## src/rtl/mem_wb_stage.sv

```systemverilog
// Memory/writeback stage: captures the execute result, runs loads/stores over a
// valid/ready data port and produces writeback plus two forwarding values.
// Optional stall-cycle counter enabled by defining MEM_WB_PERF_EN.
module mem_wb_stage #(
    parameter int          XLEN           = 32,
    parameter logic [31:0] RESET_PC_PLUS4 = 32'h0
) (
    input  logic            clk,
    input  logic            rst,
    input  logic            ex_valid,
    input  logic [31:0]     ex_inst,
    input  logic [XLEN-1:0] ex_pc,
    input  logic [XLEN-1:0] ex_alu,
    input  logic [XLEN-1:0] ex_store_data,
    output logic            stall,
    output logic            mem_req_valid,
    input  logic            mem_req_ready,
    output logic [XLEN-1:0] mem_addr,
    output logic [XLEN-1:0] mem_wdata,
    output logic [3:0]      mem_we,
    input  logic            mem_rsp_valid,
    input  logic [XLEN-1:0] mem_rsp_data,
    output logic            wb_valid,
    output logic            wb_we,
    output logic [4:0]      wb_rd,
    output logic [XLEN-1:0] wb_data,
    output logic [XLEN-1:0] fwd_data,
    output logic [XLEN-1:0] fwd_data_ff1,
    output logic            misaligned
`ifdef MEM_WB_PERF_EN
    ,
    output logic [31:0]     perf_stall_cycles
`endif
);

    localparam logic [6:0] OP_LOAD  = 7'b0000011;
    localparam logic [6:0] OP_STORE = 7'b0100011;
    localparam logic [6:0] OP_JAL   = 7'b1101111;
    localparam logic [6:0] OP_JALR  = 7'b1100111;

    typedef enum logic [1:0] {IDLE, REQ, WAIT} state_t;
    state_t state;

    // M register: only the fields the memory phase still needs after capture.
    logic            m_is_store;
    logic [4:0]      m_rd;
    logic [2:0]      m_funct3;
    logic [XLEN-1:0] m_alu;
    logic [XLEN-1:0] m_store_data;

    logic [6:0]      ex_opcode;
    logic [4:0]      ex_rd;
    logic [2:0]      ex_funct3;
    logic            ex_is_load, ex_is_store, ex_is_mem, ex_misaligned;
    logic [XLEN-1:0] ex_result;
    logic            unused_inst_bits;

    assign ex_opcode   = ex_inst[6:0];
    assign ex_rd       = ex_inst[11:7];
    assign ex_funct3   = ex_inst[14:12];
    assign ex_is_load  = (ex_opcode == OP_LOAD);
    assign ex_is_store = (ex_opcode == OP_STORE);
    assign ex_is_mem   = ex_is_load | ex_is_store;
    assign ex_result   = (ex_opcode == OP_JAL || ex_opcode == OP_JALR) ? ex_pc + 32'd4 : ex_alu;
    assign unused_inst_bits = ^ex_inst[31:15];

    // funct3[1:0]: 00 byte, 01 half, anything else is a word access.
    always_comb begin
        unique case (ex_funct3[1:0])
            2'b00:   ex_misaligned = 1'b0;
            2'b01:   ex_misaligned = ex_alu[0];
            default: ex_misaligned = (ex_alu[1:0] != 2'b00);
        endcase
    end

    // Request side is driven straight from M so it holds stable until accepted.
    logic [1:0] m_off;
    assign m_off         = m_alu[1:0];
    assign stall         = (state != IDLE);
    assign mem_req_valid = (state == REQ);
    assign mem_addr      = {m_alu[31:2], 2'b00};

    always_comb begin
        // NOTE: every combinational output gets a default first so no latch is inferred.
        mem_wdata = m_store_data;
        mem_we    = 4'b0000;
        unique case (m_funct3[1:0])
            2'b00:   mem_wdata = {4{m_store_data[7:0]}};
            2'b01:   mem_wdata = {2{m_store_data[15:0]}};
            default: mem_wdata = m_store_data;
        endcase
        if (state == REQ && m_is_store) begin
            unique case (m_funct3[1:0])
                2'b00:   mem_we = 4'b0001 << m_off;
                2'b01:   mem_we = 4'b0011 << m_off;
                default: mem_we = 4'b1111;
            endcase
        end
    end

    logic [XLEN-1:0] rsp_shifted, load_data;
    assign rsp_shifted = mem_rsp_data >> {m_off, 3'b000};

    always_comb begin
        unique case (m_funct3)
            3'b000:  load_data = {{24{rsp_shifted[7]}}, rsp_shifted[7:0]};
            3'b001:  load_data = {{16{rsp_shifted[15]}}, rsp_shifted[15:0]};
            3'b100:  load_data = {24'h0, rsp_shifted[7:0]};
            3'b101:  load_data = {16'h0, rsp_shifted[15:0]};
            default: load_data = mem_rsp_data;
        endcase
    end

    // Retire selection for this cycle, shared by all three retire paths.
    logic            ret_valid, ret_we;
    logic [4:0]      ret_rd;
    logic [XLEN-1:0] ret_data;

    always_comb begin
        ret_valid = 1'b0;
        ret_we    = 1'b0;
        ret_rd    = ex_rd;
        ret_data  = ex_result;
        unique case (state)
            IDLE: if (ex_valid && (!ex_is_mem || ex_misaligned)) begin
                ret_valid = 1'b1;
                ret_we    = !ex_is_mem && (ex_rd != 5'd0);
            end
            REQ: if (mem_req_ready && m_is_store) begin
                ret_valid = 1'b1;
                ret_rd    = m_rd;
            end
            WAIT: if (mem_rsp_valid) begin
                ret_valid = 1'b1;
                ret_we    = (m_rd != 5'd0);
                ret_rd    = m_rd;
                ret_data  = load_data;
            end
            default: ;
        endcase
    end

    always_ff @(posedge clk) begin
        if (!rst) begin
            // NOTE: the M register is reset too, so an aborted access leaves no stale state behind.
            state        <= IDLE;
            m_is_store   <= 1'b0;
            m_rd         <= 5'd0;
            m_funct3     <= 3'd0;
            m_alu        <= '0;
            m_store_data <= '0;
            wb_valid     <= 1'b0;
            wb_we        <= 1'b0;
            wb_rd        <= 5'd0;
            wb_data      <= RESET_PC_PLUS4;
            fwd_data_ff1 <= RESET_PC_PLUS4;
            misaligned   <= 1'b0;
        end else begin
            // NOTE: sequential state uses non-blocking assignments so all registers update together.
            wb_valid   <= ret_valid;
            wb_we      <= ret_valid & ret_we;
            misaligned <= 1'b0;
            if (ret_valid) wb_rd <= ret_rd;
            if (ret_valid && ret_we) begin
                fwd_data_ff1 <= wb_data;
                wb_data      <= ret_data;
            end
            unique case (state)
                IDLE: begin
                    m_is_store   <= ex_is_store;
                    m_rd         <= ex_rd;
                    m_funct3     <= ex_funct3;
                    m_alu        <= ex_alu;
                    m_store_data <= ex_store_data;
                    if (ex_valid && ex_is_mem) begin
                        if (ex_misaligned) misaligned <= 1'b1;
                        else               state      <= REQ;
                    end
                end
                REQ:     if (mem_req_ready) state <= m_is_store ? IDLE : WAIT;
                WAIT:    if (mem_rsp_valid) state <= IDLE;
                default: state <= IDLE;
            endcase
        end
    end

    assign fwd_data = wb_data;

`ifdef MEM_WB_PERF_EN
    always_ff @(posedge clk) begin
        if (!rst)       perf_stall_cycles <= 32'd0;
        else if (stall) perf_stall_cycles <= perf_stall_cycles + 32'd1;
    end
`endif

endmodule

```

## config.mk

```make
export PLATFORM = sky130hd
export DESIGN_NAME = mem_wb_stage
export DESIGN_NICKNAME = d
export VERILOG_FILES = /design/src/rtl/mem_wb_stage.sv
export SDC_FILE = /design/constraint.sdc
export NUM_CORES = 1
export LEC_CHECK = 0
export CAP_MARGIN = 20
export CORE_MARGIN = 1
export CORE_UTILIZATION = 47
export CTS_BUF_LIST = sky130_fd_sc_hd__clkbuf_8 sky130_fd_sc_hd__clkbuf_16
export CTS_CLUSTER_SIZE = 16
export DETAILED_ROUTE_END_ITERATION = 6
export MAX_ROUTING_LAYER = met4
export PLACE_DENSITY_LB_ADDON = 0.08
export SYNTH_ARGS = -nofsm -noshare
export SYNTH_HDL_FRONTEND = slang
export SYNTH_SLANG_ARGS = --single-unit
```

## constraint.sdc

```tcl
create_clock -name clk -period 5.9 [get_ports clk]
set_input_delay 1.18 -clock clk [delete_from_list [all_inputs] [get_ports clk]]
set_output_delay 1.18 -clock clk [all_outputs]
set_load 0.02 [all_outputs]
```

* Word level (Yosys, flattened, before mapping) *
Index checks and enable logic that the tools add are counted.

cells by class
  shifts and indexed selects = 3
  add/subtract/negate cells = 1
  eq/ne operators = 15
  muxes and demuxes = 25
  reductions and logical operators = 19
  bitwise logic cells = 2

operators by type and width
  cell                                                                   count
  32-bit one-hot mux with 4 select lines                                 1
  32-bit 2-to-1 mux                                                      3
  32-bit one-hot mux with 2 select lines                                 1
  32-bit by 3-bit adder with 32-bit output, second input constant        1
  32-bit by 5-bit right shift with 16-bit output                         1
  7-bit equality test, second input constant                             2
  2-bit 2-to-1 mux                                                       5
  5-bit 2-to-1 mux                                                       2
  5-bit one-hot mux with 2 select lines                                  1
  5-bit nonzero test                                                     2
  4-bit one-hot mux with 2 select lines                                  1
  7-bit by 2-bit equality test with 1-bit output, second input constant  1
  7-bit by 6-bit equality test with 1-bit output, second input constant  1
  2-bit by 1-bit equality test with 1-bit output, second input constant  3
  3-bit equality test, second input constant                             2
  1-bit logical AND                                                      6
  2-bit zero test                                                        3
  1-bit 2-to-1 mux                                                       6
  2-bit inequality test, second input constant                           3
  2-bit one-hot mux with 3 select lines                                  1
  4-bit 2-to-1 mux                                                       1
  1-bit one-hot mux with 2 select lines                                  2
  4-bit AND reduction                                                    1
  2-bit nonzero test                                                     2
  12 further kinds                                                       13

word-level totals
  input bits = 165
  bits in registers = 147

* Longest topological paths before layout *
Gate-level depths: netlist of the first run.

  depth after elaboration = 8
  depth in mapped cells = 10
  gate-level depth less buffers = 7

* Worst setup path after synthesis of the first run *
Ideal clock, no wire load.

  path kind = reg2out
  start point = register m_funct3[0]
  end point = output port mem_wdata[24]
  setup slack = 3.009 ns
  cell stages (with the launch flop) = 5
  data arrival time = 1.711 ns
  cell sequence = dfxtp_1 -> clkbuf_1 -> buf_1 -> mux2i_1 -> o21ai_0

on the way
  cells in the longest elaborated chain, start to end = 2

RTL lines
  what                                                                               line  RTL
  start, declared                                                                    47    logic [2:0] m_funct3;
  start signal, assigned                                                             172   m_funct3 <= ex_funct3;
  2-bit by 1-bit equality test with 1-bit output or 2-bit zero test (tied branches)  87    unique case (m_funct3[1:0])
  32-bit one-hot mux with 2 select lines (*)                                         87
  end, declared                                                                      19    output logic [XLEN-1:0] mem_wdata,

Every way passes the cells marked *; elsewhere a longest branch is shown, timed or not.

* Final worst setup path of the first run *
  start point = register m_funct3[1]
  end point = output port mem_wdata[11]

Same word-level chain as after synthesis.

==> flow_metrics.env, run 1 <==
export IMPL_status="finished clean"
export IMPL_p_leak_uw=0.00477
export IMPL_hold_viol=0
export IMPL_routed_via_density=5.52
export IMPL_gp_congestion=0.869
export IMPL_hold_path_depth=2
export IMPL_drt_met1_wl_um=11700
export IMPL_synth_edf_count=0
export IMPL_async_flop_share_pct=0
export IMPL_cts_tree="done"
export IMPL_path_buf_inv=2
export IMPL_postCtsSetupRepairBufs=0
export IMPL_syn_inst=1010
export IMPL_start_util_pct=48.6
export IMPL_crit_path_start="m_funct3[1]"
export IMPL_finalClockSkew_ns=0.00684
export IMPL_area_growth_pct=41.3
export IMPL_htreeDepth=4
export IMPL_fin_setup_tns_ns=0
export IMPL_hold_start="fwd_data_ff1[11]"
export IMPL_n_fill_cell=1428
export IMPL_io_buffers=319
export IMPL_slew_headroom_pct=29.2
export IMPL_yosysTopAreaCell="dfxtp_1"
export IMPL_worst_r2r_cell_count=8
export IMPL_required_ns=4.72
export IMPL_dpl_hpwl_um=19400
export IMPL_drv_slew=0
export IMPL_seqCellArea_um2=2940
export IMPL_regToRegEndpoint="fwd_data[19]"
export IMPL_yosysTopAreaCellShare_pct=36.1
export IMPL_cts_inserted_buffers=17
export IMPL_post_route_period_util_pct=69.1
export IMPL_antenna_found_initial=1
export IMPL_synth_cell_types=71
export IMPL_regToRegSetupSlack_ns=3.01
export IMPL_crit_type="flop to output pin"
export IMPL_overflow=0
export IMPL_ys_warn_count=0
export IMPL_cts_root_buffer="clkbuf_16"
export IMPL_grt_pass1_wl_um=40600
export IMPL_path_delay_family="buffers and inverters"
export IMPL_crit_fanout=68
export IMPL_worstHoldEndpoint="fwd_data_ff1[11]"
export IMPL_die_x_um=134
export IMPL_die_h_um=134
export IMPL_post_cts_resized=0
export IMPL_clk_pin_slew_ns=0.07
export IMPL_first_global_vias=7374
export IMPL_rsz0062_at_grt="false"
export IMPL_drt_iter0_markers=657
export IMPL_rows=47
export IMPL_p_per_area_nw_per_um2=237
export IMPL_cts_sinks=147
export IMPL_hold_path_class="flop to flop"
export IMPL_hold_buffers=0
export IMPL_syn_area_um2=8150
export IMPL_dieArea_um2=17900
export IMPL_ys_ff_latch=147
export IMPL_multi_input_area_um2=4330
export IMPL_r2r_start="state[0]"
export IMPL_io_pins=339
export IMPL_dpl_cell_area_um2=10900
export IMPL_final_area_um2=11500
export IMPL_crit_path_max_incr_delay_ns=0.83
export IMPL_syn_avg_cell_area_um2=8.07
export IMPL_crit_chain="buf_4 > nor2_1 > mux2_2 > clkdlybuf4s50_1"
export IMPL_setup_violations_final=0
export IMPL_wirelength_um=26700
export IMPL_wl_per_cell_um=18.4
export IMPL_final_nets=1390
export IMPL_crit_path_top_delay_cell="nor2_1"
export IMPL_vias=8021
export IMPL_final_common_cell="clkdlybuf4s50_1"
export IMPL_period_needed_ns=4.08
export IMPL_synth_top_flop_cell="dfxtp_1"
export IMPL_cts_buffer_depth=2
export IMPL_topRoutingLayerUsed="met4"
export IMPL_grt_start_max_net_pins=90
export IMPL_tightest_slew_ns=1.06
export IMPL_insertion_delay_ns=0.43
export IMPL_gr_usage_all_layers_pct=30.3
export IMPL_max_freq_mhz=245
export IMPL_drive_gt1_share_pct=6.49
export IMPL_final_antenna_net_count=0
export IMPL_cap_violations=0
export IMPL_ir_drop_mv=0.208
export IMPL_route_met2_wl_um=12500
export IMPL_worst_setup_path_end_kind="output pin"
export IMPL_wl_met3_um=2000
export IMPL_coreArea_um2=16800
export IMPL_synth_area_leaders="dfxtp_1, mux2i_1, buf_4, a21oi_1, nor2_1"
export IMPL_dr_pass1_iters=5
export IMPL_final_cell_mix="clkdlybuf4s50_1, dfxtp_1, nor2_1, nand2_1, a21oi_1"
export IMPL_post_route_drc_count=0
export IMPL_critPathArrivalTime_ns=2.90
export IMPL_ys_seq_area_share_pct=36.1
export IMPL_critPathLaunchType="flop"
[flip-flops by register name, summed over array words and instances, names as in the netlist]
name / cells
m_rd: 5
misaligned: 1
m_store_data: 32
m_alu: 32
fwd_data: 32
m_is_store: 1
wb_rd: 5
wb_valid: 1
m_funct3: 3
wb_we: 1
state: 2
fwd_data_ff1: 32
[per-layer routing]
layer / GRT usage [%] / vias up
met3: 6.70 / 37
met5: - / -
li1: - / 3866
met2: 46.8 / 345
met1: 39.3 / 3773
met4: 9.53 / 0
[area by class of cell]
type | count | share of cell area (%)
multi-input cells | 701 | 37.7
repair buffers | 332 | 28.6
clock inverters | 14 | 1.24
diodes | 1 | 0.0217
clock buffers | 18 | 3.82
flip-flops and latches | 147 | 25.6
inverters | 21 | 0.707
well taps | 220 | 2.39
[worst reg2reg max path: cells and delay by family, from the launching register on]
family,cells,cell delay [ns]
AO/OA/AOI/OAI,2,0.50
adder cells (fa/ha/maj),1,0.33
buffers and inverters,2,0.63
flip-flops,1,0.34
AND/OR/NAND/NOR,3,0.97
[worst max path at each step]
stage	cells past startpoint	end	slack [ns]
global placement	8	fwd_data_ff1[14]	1.92
finish	4	mem_wdata[11]	1.82
detailed placement	8	fwd_data_ff1[16]	1.87
global route	4	mem_wdata[13]	1.71
CTS	4	mem_wdata[11]	1.79
floorplan	4	mem_wdata[24]	3.01
[logic make-up (layout without fill, tap and decap cells)]
kind of cell | count (synthesis) | count (layout) | share of synthesized area [%]
xor gates and xnor gates | 15 | 15 | 1.61
other | 1 | 3 | 0.0460
AOI/OAI and AO/OA | 200 | 200 | 15.3
DFF | 147 | 147 | 36.1
adders and majority gates | 5 | 5 | 0.768
and+or+nand+nor | 369 | 369 | 21.2
buffers and inverters | 163 | 385 | 11.0
muxes | 110 | 110 | 13.9
[synthesized netlist by cell type, types with 2 or more instances]
cell type,count
a2111oi_0,2
a211oi_1,8
a21o_1,5
a21oi_1,94
a221oi_1,10
a311oi_1,2
a31oi_1,3
a32o_1,2
and2_1,3
and3_1,7
and4_1,6
buf_1,12
buf_2,12
buf_4,72
clkbuf_1,46
dfxtp_1,147
ha_1,5
inv_1,18
inv_2,2
mux2_1,2
mux2_2,16
mux2i_1,91
nand2_1,112
nand2b_1,5
nand3_1,44
nand3b_1,3
nand4_1,12
nor2_1,118
nor2b_1,16
nor3_1,21
nor4_1,3
o211ai_1,6
o21ai_0,25
o21ai_1,10
o221ai_1,2
o22a_1,2
o22ai_1,2
o31ai_1,11
or2_1,2
or3_1,5
or4_1,3
xnor2_1,9
xor2_1,6
[report_power, final]
group          switching, uW  total, uW  internal, uW
clock                    476       1080           606
combinational            281        559           278
sequential              40.4       1090          1050
total                    798       2730          1930
[through the flow]
stage	hold slack [ns]	utilization (%)	total power, uW	setup WS (ns)	std cells
global route	0.472	68.7	2830	1.71	1454
detailed placement	0.446	65.2	1660	1.87	1421
global placement	0.441	65.2	1660	1.92	1421
finish	0.451	68.7	2730	1.82	1454
floorplan	0.454	-	1400	3.01	1011
CTS	0.455	68.7	2740	1.79	1453
Power figures use the tool's default switching activity.
==> run 2: changes to the inputs <==
- CORE_UTILIZATION: 47 -> 44
- clock period: 5.9 -> 4.25 ns (I/O delays scaled with it)
==> flow_metrics.env, run 2 (synthesized netlist as in run 1, its figures left out) <==
export IMPL_status="finished clean"
export IMPL_hold_viol=0
export IMPL_setup_violations_final=0
export IMPL_power_frac_comb_pct=19.9
export IMPL_max_freq_mhz=300
export IMPL_hold_buffers=0
export IMPL_final_antenna_net_count=0
export IMPL_period_needed_ns=3.33
export IMPL_final_common_cell="clkdlybuf4s50_1"
export IMPL_final_cell_mix="clkdlybuf4s50_1, dfxtp_1, nor2_1, nand2_1, a21oi_1"
export IMPL_htreeDepth=4
export IMPL_finalClockSkew_ns=0.00997
export IMPL_fin_setup_tns_ns=0
export IMPL_drv_slew=0
export IMPL_rsz0062_at_grt="false"
export IMPL_wirelength_um=27000
export IMPL_placed_cells=1436
export IMPL_drt_iter0_markers=475
export IMPL_gr_usage_all_layers_pct=28.8
export IMPL_insertion_delay_ns=0.43
export IMPL_dr_pass1_iters=5
export IMPL_critPathArrivalTime_ns=2.48
export IMPL_antenna_found_initial=1
export IMPL_clk_pin_slew_ns=0.07
export IMPL_grt_start_max_net_pins=68
export IMPL_postCtsSetupRepairBufs=0
export IMPL_dieArea_um2=19100
export IMPL_p_sw_share_pct=27.9
export IMPL_coreArea_um2=18000
export IMPL_crit_type="flop to output pin"
export IMPL_slew_headroom_pct=48.9
export IMPL_tightest_slew_ns=0.747
export IMPL_die_x_um=138
export IMPL_p_clk_share_pct=41.7
export IMPL_total_power_uw=3930
export IMPL_cts_tree="done"
export IMPL_worst_setup_path_end_kind="output pin"
export IMPL_io_pins=339
export IMPL_drive_gt1_share_pct=6.85
export IMPL_intPower_uw=2840
export IMPL_crit_fanout=12
export IMPL_critPathLaunchType="flop"
export IMPL_post_route_period_util_pct=78.4
export IMPL_switchingPower_uw=1100
export IMPL_p_per_area_nw_per_um2=337
export IMPL_area_growth_pct=43.4
export IMPL_overflow=0
export IMPL_dpl_hpwl_um=20100
export IMPL_cts_buffer_depth=2
export IMPL_post_cts_resized=0
export IMPL_die_h_um=138
export IMPL_vias=8082
export IMPL_io_buffers=319
export IMPL_final_nets=1397
export IMPL_rows=49
export IMPL_start_util_pct=45.2
export IMPL_pwr_share_seq_pct=38.4
export IMPL_cts_inserted_buffers=17
export IMPL_cap_violations=0
export IMPL_cts_root_buffer="clkbuf_16"
export IMPL_final_area_um2=11700
export IMPL_ir_drop_mv=0.277
export IMPL_gp_congestion=0.901
export IMPL_required_ns=3.40
export IMPL_wl_per_cell_um=18.4
export IMPL_cts_sinks=147
export IMPL_p_leak_uw=0.00485
export IMPL_first_global_vias=7551
export IMPL_layout_cells_non_filler=1470
export IMPL_grt_pass1_wl_um=41800
export IMPL_routed_via_density=5.50
export IMPL_hold_path_class="flop to flop"
export IMPL_dpl_cell_area_um2=11000
export IMPL_post_route_drc_count=0
-- run 2: cell types whose count changed in the layout (fill, tap and decap cells not counted) --
| cell | before | now |
|---|---|---|
| buf_12 | 0 | 3 |
| buf_4 | 13 | 16 |
| bufinv_16 | 1 | 4 |
| inv_1 | 18 | 20 |
| inv_8 | 3 | 1 |
| buf_16 | 0 | 1 |
| clkbuf_8 | 1 | 0 |
| clkinv_2 | 1 | 0 |
| clkinvlp_4 | 4 | 3 |
-- run 2: worst paths after layout --
| check | from | end | slack (ns) | cells after the start |
|---|---|---|---|---|
| setup / recovery | m_alu[1] | mem_we[2] | 0.92 | 4 |
| hold / removal | fwd_data_ff1[3] | fwd_data_ff1[3] | 0.45 | 2 |
| setup reg to reg | state[0] | fwd_data[30] | 1.49 | 8 |
| hold reg to reg | fwd_data_ff1[3] | fwd_data_ff1[3] | 0.45 | 2 |
-- run 2: critical path, cell delays in order, from the launching register on --
cell and delay (ns):
dfxtp_1 0.47, nor2b_1 0.60, a211oi_1 0.19, nor2_1 0.15
clkdlybuf4s50_1 0.66
-- run 2: cell type report --
class	count	area (um^2)
antenna	1	2.50
clock buffer	17	425
clock inverter	15	205
fill	1638	6340
inverter	21	81.3
multi-input combinational	701	4330
sequential	147	2940
tap	229	287
timing repair buffer	339	3400
-- run 2: stage by stage --
stage               hold slack, ns  setup slack (ns)  utilization, %
finish                       0.453             0.917            64.8
global route                 0.471             0.828            64.8
CTS                          0.455             0.940            64.6
detailed placement           0.447             0.764            61.1
global placement             0.441             0.871            61.1
floorplan                    0.454              1.69               -
-- run 2: power by group through the flow --
stage                     Sequential, uW  Combinational (uW)  Clock, uW
after detailed placement            1540                 778          0
final                               1510                 782       1640
after CTS                           1510                 782       1660
after global routing                1520                 831       1720
after global placement              1540                 772          0
after floorplan                     1570                 373          0
-- run 2: layer usage --
layer | vias up | GRT usage [%] | part of all wire, %
li1 | 3900 | - | -
met1 | 3766 | 36.1 | 43
met2 | 369 | 45.1 | 46
met3 | 47 | 6.96 | 8.1
met4 | 0 | 9.60 | 2.4
met5 | - | - | 0
